===== config.mk =====
export PLATFORM = sky130hd
export DESIGN_NAME = enemy_bullet_ctl_flat
export DESIGN_NICKNAME = d
export VERILOG_FILES = /design/src/rtl/enemy_pkg.sv /design/src/rtl/enemy_bullet_ctl_if.sv /design/src/rtl/bullet_hit_check.sv /design/src/rtl/enemy_bullet_ctl.sv /design/src/flat_wrapper.sv
export SDC_FILE = /design/constraint.sdc
export NUM_CORES = 1
export LEC_CHECK = 0
export BUFFER_PORTS_ARGS = -buffer_cell sky130_fd_sc_hd__buf_4
export CAP_MARGIN = 10
export CORE_MARGIN = 1
export CORE_UTILIZATION = 39
export DETAILED_ROUTE_END_ITERATION = 8
export GPL_ROUTABILITY_DRIVEN = 1
export HOLD_SLACK_MARGIN = 0.05
export PLACE_DENSITY = 0.6
export SETUP_SLACK_MARGIN = 0.15
export SYNTH_ARGS = -nofsm -noshare
export SYNTH_HDL_FRONTEND = slang
export SYNTH_HIERARCHICAL = 1
export SYNTH_SLANG_ARGS = --single-unit

===== constraint.sdc =====
create_clock -name pclk -period 7.81 [get_ports pclk]
set_input_delay 1.1715 -clock pclk [delete_from_list [all_inputs] [get_ports pclk]]
set_output_delay 1.1715 -clock pclk [all_outputs]
set_load 0.005 [all_outputs]

===== src/rtl/enemy_pkg.sv =====
// enemy_pkg: shared coordinate width, sprite geometry and FSM encoding for the enemy bullet path.
package enemy_pkg;
  localparam int COORD_W = 12;
  localparam int ENEMY_W = 32;
  localparam int ENEMY_H = 32;
  localparam int BULLET_W = 4;
  localparam int BULLET_H = 8;
  localparam int PLAYER_W = 48;
  localparam int PLAYER_H = 32;
  localparam int BULLET_SPEED = 4;
  localparam int SCREEN_H = 600;
  localparam logic [1:0] S_IDLE = 2'd0;
  localparam logic [1:0] S_LAUNCH = 2'd1;
  localparam logic [1:0] S_FLY = 2'd2;
  localparam logic [1:0] S_HIT = 2'd3;
  typedef enum logic [1:0] {IDLE = S_IDLE, LAUNCH = S_LAUNCH, FLY = S_FLY, HIT = S_HIT} state_e;
  typedef logic [COORD_W-1:0] coord_t;
endpackage


===== src/rtl/enemy_bullet_ctl_if.sv =====
// enemy_bullet_ctl_if: fire request, enemy/player positions in; bullet position, draw enable and hit pulse out.
interface enemy_bullet_ctl_if;
  import enemy_pkg::*;
  logic shot_req;
  logic frame_tick;
  logic enemy_alive;
  coord_t enemy_x;
  coord_t enemy_y;
  coord_t player_x;
  coord_t player_y;
  coord_t bullet_x;
  coord_t bullet_y;
  logic bullet_active;
  logic player_hit;
  logic busy;
  modport master (
    output shot_req, frame_tick, enemy_alive, enemy_x, enemy_y, player_x, player_y,
    input bullet_x, bullet_y, bullet_active, player_hit, busy
  );
  modport slave (
    input shot_req, frame_tick, enemy_alive, enemy_x, enemy_y, player_x, player_y,
    output bullet_x, bullet_y, bullet_active, player_hit, busy
  );
endinterface


===== src/rtl/bullet_hit_check.sv =====
// bullet_hit_check: strict axis-aligned overlap of rectangle A (AW x AH) and rectangle B (BW x BH).
module bullet_hit_check #(
  parameter int W = 12,
  parameter int AW = 4,
  parameter int AH = 8,
  parameter int BW = 48,
  parameter int BH = 32
) (
  input  logic [W-1:0] ax,
  input  logic [W-1:0] ay,
  input  logic [W-1:0] bx,
  input  logic [W-1:0] by,
  output logic         hit
);
  logic [W:0] ax_e, ay_e, bx_e, by_e;
  assign ax_e = {1'b0, ax};
  assign ay_e = {1'b0, ay};
  assign bx_e = {1'b0, bx};
  assign by_e = {1'b0, by};
  // one extra bit keeps the far edges from wrapping near the coordinate limit
  assign hit = (ax_e < bx_e + (W+1)'(BW)) && (bx_e < ax_e + (W+1)'(AW)) &&
               (ay_e < by_e + (W+1)'(BH)) && (by_e < ay_e + (W+1)'(AH));
endmodule


===== src/rtl/enemy_bullet_ctl.sv =====
// enemy_bullet_ctl: spawns, moves and retires one enemy bullet and pulses player_hit on collision.
// Define ENEMY_SHOT_LATCH_EN to queue one fire request that arrives while a bullet is in flight.
module enemy_bullet_ctl
  import enemy_pkg::*;
(
  input logic pclk,
  input logic rst,
  enemy_bullet_ctl_if.slave bif
);
  state_e state_q, state_d;
  coord_t bullet_x_q, bullet_x_d, bullet_y_q, bullet_y_d;
  logic active_q, active_d, hit_q, hit_d, busy_q, shot_q, req_q;
  logic fire, launch, overlap;
  logic [COORD_W:0] y_sum;
  // shot_req is registered before edge detection so launch lands two edges after the rise
  assign fire = shot_q & ~req_q;
  assign y_sum = {1'b0, bullet_y_q} + (COORD_W+1)'(BULLET_SPEED);
  bullet_hit_check #(.W(COORD_W), .AW(BULLET_W), .AH(BULLET_H), .BW(PLAYER_W), .BH(PLAYER_H)) u_hit (
    .ax(bullet_x_q), .ay(bullet_y_q), .bx(bif.player_x), .by(bif.player_y), .hit(overlap)
  );
`ifdef ENEMY_SHOT_LATCH_EN
  logic pend_q, pend_d;
  assign launch = (fire & bif.enemy_alive) | pend_q;
`else
  assign launch = fire & bif.enemy_alive;
`endif
  always_comb begin
    state_d = state_q;
    bullet_x_d = bullet_x_q;
    bullet_y_d = bullet_y_q;
    active_d = active_q;
    hit_d = 1'b0;
`ifdef ENEMY_SHOT_LATCH_EN
    pend_d = pend_q;
`endif
    case (state_q)
      IDLE: if (launch) begin
        state_d = LAUNCH;
        bullet_x_d = bif.enemy_x + COORD_W'(ENEMY_W / 2 - BULLET_W / 2);
        bullet_y_d = bif.enemy_y + COORD_W'(ENEMY_H);
`ifdef ENEMY_SHOT_LATCH_EN
        pend_d = 1'b0;
`endif
      end
      LAUNCH: begin
        state_d = FLY;
        active_d = 1'b1;
      end
      FLY: if (overlap) begin
        state_d = HIT;
        hit_d = 1'b1;
      end else if (bif.frame_tick) begin
        if (y_sum >= (COORD_W+1)'(SCREEN_H)) begin
          state_d = IDLE;
          active_d = 1'b0;
        end else bullet_y_d = y_sum[COORD_W-1:0];
      end
      default: begin
        state_d = IDLE;
        active_d = 1'b0;
      end
    endcase
`ifdef ENEMY_SHOT_LATCH_EN
    if (state_q != IDLE && fire && bif.enemy_alive) pend_d = 1'b1;
`endif
  end
  always_ff @(posedge pclk or negedge rst) begin
    if (!rst) begin
      state_q <= IDLE;
      bullet_x_q <= '0;
      bullet_y_q <= '0;
      active_q <= 1'b0;
      hit_q <= 1'b0;
      busy_q <= 1'b0;
      shot_q <= 1'b0;
      req_q <= 1'b0;
`ifdef ENEMY_SHOT_LATCH_EN
      pend_q <= 1'b0;
`endif
    end else begin
      state_q <= state_d;
      bullet_x_q <= bullet_x_d;
      bullet_y_q <= bullet_y_d;
      active_q <= active_d;
      hit_q <= hit_d;
      busy_q <= state_d != IDLE;
      shot_q <= bif.shot_req;
      req_q <= shot_q;
`ifdef ENEMY_SHOT_LATCH_EN
      pend_q <= pend_d;
`endif
    end
  end
  assign bif.bullet_x = bullet_x_q;
  assign bif.bullet_y = bullet_y_q;
  assign bif.bullet_active = active_q;
  assign bif.player_hit = hit_q;
  assign bif.busy = busy_q;
endmodule

===== src/flat_wrapper.sv =====
// flat-port wrapper written by rule: the top's interface ports become plain ports
module enemy_bullet_ctl_flat import enemy_pkg::*;
  (pclk, rst, bif_shot_req, bif_frame_tick, bif_enemy_alive, bif_enemy_x, bif_enemy_y, bif_player_x, bif_player_y, bif_bullet_x, bif_bullet_y, bif_bullet_active, bif_player_hit, bif_busy);
  enemy_bullet_ctl_if bif_i ();
  input logic pclk;
  input logic rst;
  input wire logic [$bits(bif_i.shot_req)-1:0] bif_shot_req;
  input wire logic [$bits(bif_i.frame_tick)-1:0] bif_frame_tick;
  input wire logic [$bits(bif_i.enemy_alive)-1:0] bif_enemy_alive;
  input wire logic [$bits(bif_i.enemy_x)-1:0] bif_enemy_x;
  input wire logic [$bits(bif_i.enemy_y)-1:0] bif_enemy_y;
  input wire logic [$bits(bif_i.player_x)-1:0] bif_player_x;
  input wire logic [$bits(bif_i.player_y)-1:0] bif_player_y;
  output wire logic [$bits(bif_i.bullet_x)-1:0] bif_bullet_x;
  output wire logic [$bits(bif_i.bullet_y)-1:0] bif_bullet_y;
  output wire logic [$bits(bif_i.bullet_active)-1:0] bif_bullet_active;
  output wire logic [$bits(bif_i.player_hit)-1:0] bif_player_hit;
  output wire logic [$bits(bif_i.busy)-1:0] bif_busy;
  assign bif_i.shot_req = bif_shot_req;
  assign bif_i.frame_tick = bif_frame_tick;
  assign bif_i.enemy_alive = bif_enemy_alive;
  assign bif_i.enemy_x = bif_enemy_x;
  assign bif_i.enemy_y = bif_enemy_y;
  assign bif_i.player_x = bif_player_x;
  assign bif_i.player_y = bif_player_y;
  assign bif_bullet_x = bif_i.bullet_x;
  assign bif_bullet_y = bif_i.bullet_y;
  assign bif_bullet_active = bif_i.bullet_active;
  assign bif_player_hit = bif_i.player_hit;
  assign bif_busy = bif_i.busy;
  enemy_bullet_ctl u_core (.pclk(pclk), .rst(rst), .bif(bif_i));
endmodule

==> summary.txt, run 1 <==
STA
  – Setup_tns: 0 ns
  – Rel. slew slack: 0.414
  – Clock Skew: between 0.01 and 0.015 ns
  – Final setup vio count: 0
  – Maximum clock rate: between 200 and 300 MHz
  – Fin. max-slew vios: 0
  – Worst-margin pin slew: between 0.8 and 0.9 ns
  – Final Cycle Share: 0.499
  – RSZ-0062 raised after global routing: false
  – Final min period: between 3 and 4 ns
  – Final Hold Fails: 0

Min path
  – Worst Hold Class: reg -> reg

Worst setup path
  – Crit start category: primary input
  – WS Path Type: in -> reg
  – Maximum fanout along the worst path: 10
  – Critical path required time: about 8 ns
  – WP data arrival: just over 4 ns
  – Crit end category: flip-flop

Cells and area
  – Nets: roughly 570
  – Fraction of layout cells with a size suffix above 1: 0.209
  – Commonest non-fill, non-tap cells in the layout: buf_4 (80), ha_1 (52), nand2_1 (47)
  – Number of diodes: 0
  – Fillers: between 700 and 800
  – Area growth from synthesis to layout: 23.4%
  – Non-Filler Instances: 570
  – Sequential cell area: slightly below 800 µm²
  – Most common cell after layout, fill and taps aside: buf_4
  – Cell area after layout: ~0.0040 mm²
  – Multi-input gate area: 0.00234 mm²

Power
  – Switching Fraction: 0.465
  – Lkg Pwr: between 0.0015 and 0.002 µW
  – P_sw: 571 µW
  – Logic pwr share: 0.571
  – VDD IR max: between 0.1 and 0.15 mV
  – PwrDens: approximately 300 mW/mm²
  – Register share of total power: 0.330
  – Clock power share: 0.099
  – Final Power: approximately 1200 µW
  – Internal Power: 656 µW

Synth
  – Distinct cells, synth: 50
  – Main flop type after synthesis: dfrtp_1
  – Flops & latches, synth: 31
  – Post-synth EDFFs: 0
  – Register area share after synthesis: 0.238
  – Syn Area/Cell: around 8.4 µm²
  – Mapped Area: approximately 0.0033 mm²
  – Number of warnings issued by yosys: 6
  – Synthesized Nets: 493
  – Post-Syn Instances: 388
  – FFs w/ async S/R, synth: 1.00

Route
  – Final wirelength: about 8000 µm
  – DRC viols: 0
  – Vias per Instance: about 5.2
  – Via count: about 3000
  – Initial DRC Count: between 90 and 100
  – WL/cell: ~14 µm
  – Post-route ant nets: 0
  – Drt pass-1 iters: 4

Placed design
  – I/O Buffers: around 80
  – Gpl congestion: 0.837
  – Hpwl dp: 6510 µm
  – Dpl cell area: a little under 0.004 mm²
  – Post-Place Cells: roughly 560

Floorplan
  – IO Pins: 80
  – Die H: ~93 µm
  – Site Rows: 32
  – Die X: a little over 90 µm
  – DIE AREA: a little under 0.009 mm²
  – Initial core utilization: 0.413
  – Core box area: approximately 0.0079 mm²

Clock network
  – Hold buffer count at cts: 0
  – TritonCTS clock tree: built
  – Post-cts sizing count: 0
  – Clock transition at path regs: ~0.070 ns
  – Clock root cell: clkbuf_8
  – Post-CTS Setup Repair Bufs: 0
  – TritonCTS buffer count: 5
  – Clock Sink Count: 31
  – H-tree lvl count: 2
  – Clk buf depth: 2
  – Skew-Pair Late Insertion Delay: about 0.28 ns

GRT
  – Total Routing Usage GR: 0.202
  – Initial antenna violation count: 0
  – Total congestion overflow: 0
  – First-pass GRT wire length: approximately 14000 µm
  – Vias in the first global route: ~2900
  – Largest net degree at the start of global routing: 32

Status
  – Outcome: completed

Flow run
  – Total of max-cap violations: 0
-- registers in the layout, summed over array words and instances, names as in the netlist --
name                      cells
u_core/state_q                2
u_core/bif.bullet_x          12
u_core/bif.busy               1
u_core/bif.bullet_active      1
u_core/shot_q                 1
u_core/req_q                  1
u_core/bif.player_hit         1
u_core/bif.bullet_y          12
-- through the flow --
stage,hold slack (ns),util,setup WS (ns)
2_1_floorplan,0.354,-,4.18
3_3_place_gp,0.356,0.499,3.80
3_5_place_dp,0.367,0.499,3.64
4_1_cts,0.383,0.509,3.93
5_1_grt,0.388,0.509,3.65
6_report,0.377,0.509,3.91
-- area by class of cell --
class	instances	area share
clock buffer	6	0.0181
clock inverter	2	0.00311
inverter	23	0.0215
multi-input combinational	326	0.583
sequential	31	0.193
tap	102	0.0318
timing repair buffer	80	0.149
-- logic make-up (layout without fill, tap and decap cells) --
kind of cell             count (synthesis)  count (layout)  share of synthesized area
AO/OA/AOI/OAI                           74              74                      0.144
XOR/XNOR                                45              45                      0.121
adder cells (fa/ha/maj)                 52              52                      0.200
buffers and inverters                   31             111                     0.0426
flip-flops                              31              31                      0.238
multiplexers                             7               7                     0.0292
AND/OR/NAND/NOR                        148             148                      0.225
-- metal layers --
metal / vias to the layer above / global-route usage / part of all wire
met5: - / 0 / 0
met4: 0 / 0.0436 / 0.0067
met3: 4 / 0.0252 / 0.037
met2: 65 / 0.338 / 0.48
met1: 1371 / 0.277 / 0.47
li1: 1546 / - / -
-- Yosys cell counts, types with 2 or more instances --
library cell / n / area (µm²)
o21ai_1: 11 / 55.1
nor2b_1: 3 / 18.8
ha_1: 52 / 651
nor3_1: 6 / 30.0
o22ai_1: 3 / 18.8
a21o_1: 2 / 15.0
or3_1: 3 / 18.8
o2111ai_1: 2 / 17.5
o31ai_1: 2 / 15.0
nand2_1: 47 / 176
nor2_1: 24 / 90.1
xor2_1: 25 / 219
xnor2_1: 20 / 175
nand4_1: 12 / 75.1
o21ai_0: 19 / 95.1
inv_1: 23 / 86.3
nand2b_1: 9 / 56.3
mux2i_1: 2 / 20.0
nand3_1: 26 / 130
mux2_4: 5 / 75.1
a21oi_1: 18 / 90.1
buf_2: 2 / 10.0
dfrtp_1: 31 / 776
and3_1: 8 / 50.1
a211oi_1: 4 / 30.0
o211ai_1: 2 / 15.0
clkbuf_1: 4 / 15.0
-- final timing paths --
path                       slack (ns)                      to                   start  cells past startpoint
max                              3.91  u_core/bif.bullet_y[7]         bif_player_x[4]                     15
min                              0.38            u_core/req_q           u_core/shot_q                      0
max reg2reg                      4.03  u_core/bif.bullet_y[7]  u_core/bif.bullet_y[4]                     14
min reg2reg                      0.38            u_core/req_q           u_core/shot_q                      0
max in group asynchronous        6.71  u_core/bif.bullet_x[3]                     rst                      1
min in group asynchronous        0.81       u_core/state_q[0]                     rst                      1
-- critical path, stage by stage --
cell      delay, ns
buf_4          0.11
inv_1          0.05
ha_1           0.23
nor3_1         0.34
xnor2_1        0.17
ha_1           0.26
a21oi_1        0.14
nor2b_1        0.05
o21ai_0        0.16
nand3_1        0.10
nor4_2         0.35
nand2b_1       0.21
o21ai_1        0.13
o221a_4        0.27
mux2_4         0.32
-- power by group through the flow --
stage	Sequential [µW]	Combinational, µW	Clock (µW)
after detailed placement	410	699	0
after global placement	407	692	0
after floorplan	352	481	0
after global routing	428	800	133
after CTS	408	704	126
final	405	701	122
Power figures use the tool's default switching activity.
==> inputs of run 2 (changes only) <==
Settings changed: PLACE_DENSITY 0.6 to 0.63.
Clock period 7.81 ns to 3.5 ns, I/O delays scaled along.
==> summary.txt, run 2 (synthesis gave the netlist of run 1 again) <==
Status
  – Outcome: completed

Floorplan
  – Core box area: around 0.0079 mm²
  – Die X: 93.4 µm
  – Site Rows: 32
  – Die H: between 90 and 100 µm
  – IO Pins: 80
  – Initial core utilization: 0.413
  – DIE AREA: 0.00872 mm²

STA
  – Clock Skew: just under 0.009 ns
  – RSZ-0062 raised after global routing: false
  – Final min period: about 3.3 ns
  – Final Cycle Share: 0.929
  – Setup_tns: 0 ns
  – Rel. slew slack: 0.527
  – Final Hold Fails: 0
  – Worst-margin pin slew: around 0.7 ns
  – Maximum clock rate: slightly above 300 MHz
  – Fin. max-slew vios: 0
  – Final setup vio count: 0

Power
  – Final Power: approximately 3000 µW
  – Lkg Pwr: ~0.0020 µW
  – PwrDens: 705 mW/mm²
  – VDD IR max: about 0.31 mV

Clock network
  – Skew-Pair Late Insertion Delay: 0.28 ns
  – TritonCTS clock tree: built
  – Clock transition at path regs: about 0.070 ns
  – Clock root cell: clkbuf_8
  – Clock Sink Count: 31
  – H-tree lvl count: 2
  – Hold buffer count at cts: 0
  – Clk buf depth: 2
  – TritonCTS buffer count: 5

Placed design
  – Post-Place Cells: around 580
  – Hpwl dp: 6850 µm
  – I/O Buffers: 79
  – Gpl congestion: 0.851

Route
  – DRC viols: 0
  – Post-route ant nets: 0
  – Final wirelength: 8500 µm
  – Via count: around 3000
  – WL/cell: between 10 and 15 µm
  – Drt pass-1 iters: 6
  – Initial DRC Count: just under 90
  – Vias per Instance: about 5.3

Worst setup path
  – WP data arrival: 3.41 ns
  – WS Path Type: reg -> reg
  – Critical path required time: between 3 and 4 ns
  – Crit end category: flip-flop
  – Maximum fanout along the worst path: 5
  – Crit start category: flip-flop

Cells and area
  – Fraction of layout cells with a size suffix above 1: 0.270
  – Number of diodes: 0
  – Nets: about 600
  – Commonest non-fill, non-tap cells in the layout: buf_4 (98), ha_1 (51), nand2_1 (47)
  – Area growth from synthesis to layout: 30.1%
  – Sequential cell area: 783 µm²
  – Most common cell after layout, fill and taps aside: buf_4
  – Multi-input gate area: between 0.002 and 0.0025 mm²
  – Fillers: slightly below 800
  – Non-Filler Instances: 588

GRT
  – GR Util met2: 0.331
  – Most used routing layer in global routing: met2
  – Met3 Use GR: 0.0236
  – GR Util met1: 0.275
  – Vias in the first global route: between 2000 and 3000
  – First-pass GRT wire length: approximately 14000 µm
  – Largest net degree at the start of global routing: 32
  – Total Routing Usage GR: 0.201
  – Initial antenna violation count: 0
  – Total congestion overflow: 0

Flow run
  – Total of max-cap violations: 0

Min path
  – Worst Hold Class: in -> async
-- run 2: cell types whose count changed in the layout (fill, tap and decap cells not counted), sizes merged --
cell,change
buf,+18
clkinvlp,-1
o221a,+1
-- run 2: per-stage QoR --
| step | worst slack [ns] | hold WS, ns | cell area [µm²] | utilization |
|---|---|---|---|---|
| after floorplan | 0.250 | 0.229 | 3260 | - |
| final | 0.249 | 0.165 | 4240 | 0.537 |
| after global routing | 0.150 | 0.191 | 4240 | 0.537 |
| after global placement | 0.184 | 0.355 | 4030 | 0.511 |
| after detailed placement | 0.0202 | 0.362 | 4030 | 0.511 |
| after CTS | 0.217 | 0.178 | 4170 | 0.529 |
-- run 2: per-layer routing --
layer	up-vias	routed length (µm)
li1	1578	-
met1	1409	4030
met2	87	3970
met3	14	338
met4	0	158
met5	-	0
-- run 2: worst paths after layout --
check                      cells after the start              startpoint  slack, ns                      to
max in group asynchronous                      1                     rst       3.02  u_core/bif.bullet_y[3]
min in group pclk                              1            bif_shot_req       0.35           u_core/shot_q
min reg2reg                                    0           u_core/shot_q       0.37            u_core/req_q
max reg2reg                                   16  u_core/bif.bullet_x[3]       0.25  u_core/bif.bullet_y[6]
min                                            1                     rst       0.16  u_core/bif.bullet_y[1]
max                                           16  u_core/bif.bullet_x[3]       0.25  u_core/bif.bullet_y[6]
-- run 2: where the power goes --
group / switching, µW / internal, µW
registers: 284 / 524
clock network: 122 / 154
logic: 946 / 957
total: 1350 / 1630
-- run 2: repair_timing --
item / in CTS / in global routing
buffers inserted: 2 / 3
pin swaps: 1 / 6
gates cloned: 1 / 0
resized for setup: 4 / 14
endpoints found under the setup margin: 7 / 8
-- run 2: layout make-up --
type / count / share of cell area
clock buffer: 6 / 0.0195
clock inverter: 1 / 0.00118
inverter: 23 / 0.0204
multi-input combinational: 327 / 0.570
sequential: 31 / 0.185
tap: 102 / 0.0301
timing repair buffer: 98 / 0.174
-- run 2: worst max-delay path, cell delays in order (launching register included) --
cell,delay [ns]
dfrtp_1,0.39
ha_2,0.21
nand3_4,0.08
nor2_4,0.04
and3_1,0.18
xnor2_1,0.12
ha_1,0.31
a21o_1,0.18
a21oi_2,0.12
nor2_1,0.05
a21oi_1,0.14
nand3_1,0.13
nor4_4,0.38
nand2b_4,0.22
o21ai_4,0.08
o221a_4,0.18
mux2_4,0.31
